==> src/rtl/core_pkg.sv <==
// Shared core definitions: CSR address map, reset values and trap cause codes.
package core_pkg;

    localparam int unsigned ADDR_WIDTH = 12;
    localparam int unsigned DATA_WIDTH = 32;

    localparam logic [ADDR_WIDTH-1:0] CSR_MSTATUS   = 12'h300;
    localparam logic [ADDR_WIDTH-1:0] CSR_MTVEC     = 12'h305;
    localparam logic [ADDR_WIDTH-1:0] CSR_MEPC      = 12'h341;
    localparam logic [ADDR_WIDTH-1:0] CSR_MCAUSE    = 12'h342;
    localparam logic [ADDR_WIDTH-1:0] CSR_MVENDORID = 12'hF11;
    localparam logic [ADDR_WIDTH-1:0] CSR_MARCHID   = 12'hF12;

    localparam logic [DATA_WIDTH-1:0] MCAUSE_ECALL_M = 32'd11;
    localparam logic [DATA_WIDTH-1:0] MSTATUS_RESET  = 32'h0000_1800;
    localparam logic [DATA_WIDTH-1:0] MVENDORID_VAL  = 32'h7973_7978;
    localparam logic [DATA_WIDTH-1:0] MARCHID_VAL    = 32'h0000_0000;

    localparam int unsigned MSTATUS_MIE  = 3;
    localparam int unsigned MSTATUS_MPIE = 7;
    localparam int unsigned MSTATUS_MPP_LO = 11;
    localparam int unsigned MSTATUS_MPP_HI = 12;

endpackage

==> src/rtl/csrs.sv <==
// Machine-mode CSR file: combinational IDU read port with ecall/mret vector override,
// WBU-side commit of CSR writes and trap side effects.
module csrs
    import core_pkg::*;
#(
    parameter int unsigned ADDR_W = ADDR_WIDTH,
    parameter int unsigned DATA_W = DATA_WIDTH
) (
    input  logic              clk,
    input  logic              rst,
    input  logic              valid_wbu,
    input  logic [ADDR_W-1:0] waddr,
    input  logic [DATA_W-1:0] wdata,
    input  logic              wen,
    input  logic              is_ecall_wbu,
    input  logic              is_mret_wbu,
    input  logic [DATA_W-1:0] pc,
    input  logic              is_ecall_idu,
    input  logic              is_mret_idu,
    input  logic [ADDR_W-1:0] raddr,
    output logic [DATA_W-1:0] data
);

    logic [DATA_W-1:0] mstatus;
    logic [DATA_W-1:0] mtvec;
    logic [DATA_W-1:0] mepc;
    logic [DATA_W-1:0] mcause;

    // M-only core: MPP is hardwired to machine mode on every update path.
    always_ff @(posedge clk) begin
        if (!rst) begin
            mstatus <= DATA_W'(MSTATUS_RESET);
            mtvec   <= '0;
            mepc    <= '0;
            mcause  <= '0;
        end else if (valid_wbu) begin
            if (is_ecall_wbu) begin
                mepc                                   <= pc;
                mcause                                 <= DATA_W'(MCAUSE_ECALL_M);
                mstatus[MSTATUS_MPIE]                  <= mstatus[MSTATUS_MIE];
                mstatus[MSTATUS_MIE]                   <= 1'b0;
                mstatus[MSTATUS_MPP_HI:MSTATUS_MPP_LO] <= 2'b11;
            end else if (is_mret_wbu) begin
                mstatus[MSTATUS_MIE]                   <= mstatus[MSTATUS_MPIE];
                mstatus[MSTATUS_MPIE]                  <= 1'b1;
                mstatus[MSTATUS_MPP_HI:MSTATUS_MPP_LO] <= 2'b11;
            end else if (wen) begin
                case (waddr)
                    CSR_MSTATUS: begin
                        mstatus                                <= wdata;
                        mstatus[MSTATUS_MPP_HI:MSTATUS_MPP_LO] <= 2'b11;
                    end
                    CSR_MTVEC:  mtvec  <= wdata;
                    CSR_MEPC:   mepc   <= wdata;
                    CSR_MCAUSE: mcause <= wdata;
                    default: ;
                endcase
            end
        end
    end

    // Read mux; no bypass of a same-cycle write.
    always_comb begin
        data = '0;
        if (is_ecall_idu) begin
            data = mtvec;
        end else if (is_mret_idu) begin
            data = mepc;
        end else begin
            case (raddr)
                CSR_MSTATUS:   data = mstatus;
                CSR_MTVEC:     data = mtvec;
                CSR_MEPC:      data = mepc;
                CSR_MCAUSE:    data = mcause;
                CSR_MVENDORID: data = DATA_W'(MVENDORID_VAL);
                CSR_MARCHID:   data = DATA_W'(MARCHID_VAL);
                default:       data = '0;
            endcase
        end
    end

endmodule

==> config.mk <==
export PLATFORM = sky130hd
export DESIGN_NAME = csrs
export DESIGN_NICKNAME = d
export VERILOG_FILES = /design/src/rtl/core_pkg.sv /design/src/rtl/csrs.sv
export SDC_FILE = /design/constraint.sdc
export NUM_CORES = 1
export LEC_CHECK = 0
export BUFFER_PORTS_ARGS = -buffer_cell sky130_fd_sc_hd__buf_2
export CORE_MARGIN = 1.5
export CORE_UTILIZATION = 35
export CTS_BUF_LIST = sky130_fd_sc_hd__clkbuf_2 sky130_fd_sc_hd__clkbuf_4 sky130_fd_sc_hd__clkbuf_8
export DETAILED_ROUTE_END_ITERATION = 7
export PLACE_DENSITY = 0.54
export SETUP_SLACK_MARGIN = 0.02
export SLEW_MARGIN = 20
export SYNTH_ARGS = -nofsm -noshare
export SYNTH_HDL_FRONTEND = slang
export SYNTH_SLANG_ARGS = --single-unit
==> constraint.sdc <==
create_clock -name clk -period 1.95 [get_ports clk]
set_input_delay 0.195 -clock clk [delete_from_list [all_inputs] [get_ports clk]]
set_output_delay 0.195 -clock clk [all_outputs]
set_load 0.05 [all_outputs]
# ---- After elaboration in Yosys (flattened, before gate mapping)
# Index checks and enable logic that the tools add are counted.
dict set report classes {
  n_bitwise 2
  n_eq_ne 10
  reduce_logical 10
  muxes 19
}
# op count
set ops {}
lappend ops {{32-bit two-way mux} 10}
lappend ops {{32-bit one-hot mux with 5 select lines} 1}
lappend ops {{12-bit by 10-bit equality test with 1-bit output, second input constant} 8}
lappend ops {{13-bit two-way mux} 2}
lappend ops {{12-bit equality test, second input constant} 1}
lappend ops {{5-bit AND reduction} 2}
lappend ops {{4-bit AND reduction} 2}
lappend ops {{2-bit nonzero test} 3}
lappend ops {{3-bit nonzero test} 2}
lappend ops {{1-bit two-way mux} 4}
lappend ops {{2-bit two-way mux} 2}
lappend ops {{3-bit AND reduction} 1}
lappend ops {{2-bit != test, second input constant} 1}
lappend ops {{1-bit inverter} 2}
dict set report totals {
  in_bits 96
  word_cells 46
  regBits 128
  output_inout_bits 32
}

# ---- Depth between registers and ports, before layout
dict set report depth {
  word_depth 5
  depth_mapped 7
  mapped_depth_nobuf 5
}

# ---- Worst setup path after synthesis
# OpenSTA, ideal clock, no wires.
dict set report synth_timing {
  kind {input-to-output}
  startpoint {input raddr[5]}
  endpoint {output data[12]}
  arrival_ns 2.606
  path_stages 5
  required_ns 1.755
  slack_ns -0.851
  cell_sequence {or3_1 -> nor4_2 -> clkbuf_1 -> a221oi_1 -> o21ai_0}
}
dict set report synth_between {
  elab_chain_cells 4
}
# element line
set synth_lines {}
lappend synth_lines {{start: declaration} csrs.sv:20} ;# input logic [ADDR_W-1:0] raddr,
lappend synth_lines {{12-bit equality test or 12-bit by 10-bit equality test with 1-bit output (tied branches)} csrs.sv:70} ;# case (raddr)
lappend synth_lines {{32-bit one-hot mux with 5 select lines *} csrs.sv:70}
lappend synth_lines {{32-bit two-way mux *} csrs.sv:67} ;# end else if (is_mret_idu) begin
lappend synth_lines {{32-bit two-way mux *} csrs.sv:65} ;# if (is_ecall_idu) begin
lappend synth_lines {{end: declaration} csrs.sv:21} ;# output logic [DATA_W-1:0] data
# Mark *: on every way between the ends. The rest lies on a longest branch, timed or not.

# ---- Worst setup path after layout
dict set report layout_timing {
  startpoint {input raddr[3]}
  endpoint {output data[23]}
}
# Same word-level chain as after synthesis.

==> results_dict.tcl <==
set metrics [dict create \
    antenna_found_initial 0 \
    cts.sinks 127 \
    ys.flop_type "dfxtp_1" \
    wl_per_cell_um 20.0 \
    multi_input_area_um2 4170 \
    pwr-share-seq_pct 46.2 \
    irDropWorstVdd_mv 0.471 \
    clk_pin_slew_ns 0.08 \
    syn_inst 691 \
    power_frac_comb_pct 14.8 \
    die_area_um2 18600 \
    cp.buffers_inverters 4 \
    cts_hold_buf 0 \
    fillers 1561 \
    nNetsFinal 946 \
    postPlaceCellArea_um2 7900 \
    regArea_um2 2540 \
    post-route-drc-count 0 \
    fin_util_pct 53.2 \
    fin_crit_ns 2.08 \
    root_buffer "clkbuf_8" \
    p_per_area_nw_per_um2 636 \
    fmaxAchievable_mhz 480 \
    grt_max_degree 129 \
    place_congestion 0.806 \
    hold_viol 0 \
    cts_tree "yes" \
    status "finished, violations left" \
    violations "negative setup slack" \
    cts_buffers 17 \
    arrival_ns 1.89 \
    synthDistinctLibCells 49 \
    via_per_inst 5.48 \
    fin_skew_ns 0.00116 \
    dp_hpwl_um 13700 \
    synth_warnings 0 \
    vias 5947 \
    critical-path-top-delay-family "simple AND/OR/NAND/NOR gates" \
    start_kind "input pin" \
    grt.total_usage_pct 23.4 \
    max_cap_viol_count 0 \
    maxSlewHeadroom_pct 61.2 \
    rsz0062_at_grt "true" \
    die_x_um 136 \
    maxSlewViolCount 0 \
    syn_nets 787 \
    row_count 48 \
    fp.coreArea_um2 17400 \
    htreeDepth 4 \
    ys_seq_area_share_pct 40.8 \
    grt_pass1_wl_um 33000 \
    grt_pass1_vias 6175 \
    clock_latency_ns 0.44 \
    worstPathRequired_ns 1.75 \
    finalInstanceArea_um2 9230 \
    place.port_buffers 127 \
    synthArstFlopShare_pct 0 \
    totalPowerFinal_mw 5.87 \
    firstDrtPassIters 5 \
    area.growth.synth_to_final_pct 48.2 \
    swShare_pct 25.9 \
    fin_setup_tns_ns -2.12 \
    min_path_type "in2reg" \
    drtIter0Drc 445 \
    switching_power_mw 1.52 \
    num_antenna_cells 0 \
    clk_path_buf_depth 2 \
    fin_crit_sh_pct 107 \
    io_pins 128 \
    timing.final.ws_setup_ns -0.135 \
    ant_nets 0 \
    drive_gt1_share_pct 39.5 \
    power_frac_clock_pct 39.1 \
    yosys_register_bits 127 \
    cp-end-kind "primary output" \
    path_max_fanout 6 \
    cp_slowest_cell "or3_4" \
    syn_area_um2 6230 \
    p_int_mw 4.35 \
    grt-ovfl-total 0 \
    fp.dieH_um 136 \
    syn_avg_cell_area_um2 9.02 \
    worstPathCellList "buf_8, or3_4, nor4_4, buf_4, buf_12, a22oi_1, o21ai_1, a22o_2, buf_6" \
    tightestPinTransition_ns 0.582 \
    critPathMaxStageDelay_ns 0.40 \
    path_class "in2out" \
    leakage_nw 3.79 \
    start_util_pct 35.9 \
    wirelength_um 21700 \
    synth_edf_count 0 \
    setup_viol 32 \
]
[worst reg2reg max path: stages, from the launching register on]
cell and delay, ns:
dfxtp_1 0.33, nand2b_1 0.14, nand3_1 0.09, a21oi_1 0.05, a31o_2 0.22
[state kept, by name, summed over array words and instances (netlist names)]
signal / cells
mstatus: 31
mepc: 32
mtvec: 32
mcause: 32
[cells by family after synthesis]
kind of cell | Yosys count | share of synthesized area (%)
AND/OR/NAND/NOR | 234 | 17.8
AO/OA/AOI/OAI | 176 | 22.5
buffers and inverters | 63 | 4.38
XOR/XNOR | 2 | 0.281
flip-flops | 127 | 40.8
multiplexers | 89 | 14.3
[cell usage in the layout (no fill, tap or decap), types with 3 or more instances in the layout]
cell and n:
a22oi_2 33, o21ai_4 21, nor2b_1 28, nand3_1 4
and3_1 3, buf_8 5, a22o_2 4, a22oi_1 6
a21oi_1 3, a21boi_1 30, buf_4 41, mux2i_1 89
a31o_2 3, o21ai_1 6, buf_12 21, o221a_1 33
clkbuf_4 3, nor3_1 3, nand2_1 163, clkbuf_16 4
o21ai_2 6, dfxtp_1 127, clkbuf_8 21, buf_6 42
a221oi_2 10, buf_2 88, a221oi_4 6
[worst paths after layout]
| path | start | endpoint | slack (ns) | cells after the start |
|---|---|---|---|---|
| setup / recovery | raddr[3] | data[23] | -0.13 | 9 |
| hold / removal | wdata[27] | mtvec[27]$_SDFFE_PN0P_ | 0.03 | 3 |
| setup reg to reg | mstatus[3]$_SDFFE_PN0P_ | mstatus[7]$_SDFFE_PN0P_ | 1.03 | 4 |
| hold reg to reg | mtvec[18]$_SDFFE_PN0P_ | mtvec[18]$_SDFFE_PN0P_ | 0.46 | 2 |
[layer usage]
layer	global-route usage, %	part of all wire (%)	wire, um
met2	40.2	50	10800
met3	4.92	4.1	894
met4	7.74	1.6	352
met5	0	0	0
met1	29.1	45	9680
[power groups by stage]
stage / clock network [mW] / logic (mW) / registers [mW]
6_report: 2.30 / 0.867 / 2.71
3_3_place_gp: 0 / 0.734 / 2.76
4_1_cts: 2.34 / 0.840 / 2.70
3_5_place_dp: 0 / 0.752 / 2.76
2_1_floorplan: 0 / 0.422 / 2.75
5_1_grt: 2.46 / 0.922 / 2.72
[cells in the mapped netlist (4+ instances only)]
master / n / area (um^2)
o21ai_1: 6 / 30.0
clkbuf_1: 40 / 150
o21ai_0: 27 / 135
a21oi_1: 4 / 20.0
nor2b_1: 31 / 194
o221a_1: 33 / 372
a21boi_1: 30 / 225
nand3_1: 4 / 20.0
buf_2: 17 / 85.1
mux2i_1: 89 / 891
and3_1: 4 / 25.0
nand2_1: 163 / 612
a221oi_1: 18 / 158
dfxtp_1: 127 / 2540
a22oi_1: 39 / 293
a22o_1: 6 / 52.6
[repair_timing]
action | CTS | global route
buffers inserted | 9 | 6
setup endpoints to repair | 32 | 32
pin swaps | 19 | 22
resized for setup | 119 | 47
gates cloned | 3 | 5
[through the flow]
stage          hold WS, ns  cells  setup slack [ns]
2_1_floorplan        0.334    691           -0.0202
3_3_place_gp         0.437   1038            -0.430
3_5_place_dp         0.443   1038            -0.457
4_1_cts            0.00434   1079            -0.145
5_1_grt             0.0122   1085            -0.203
6_report            0.0309   1085            -0.135
[layout make-up]
class	count	share of cell area, %
repair buffers	202	20.0
well taps	225	3.05
clock buffers	24	3.37
clock inverters	5	0.881
inverters	1	0.0407
flip-flops and latches	127	27.5
multi-input cells	501	45.1
Note: power is estimated with default switching activity, not from simulation.
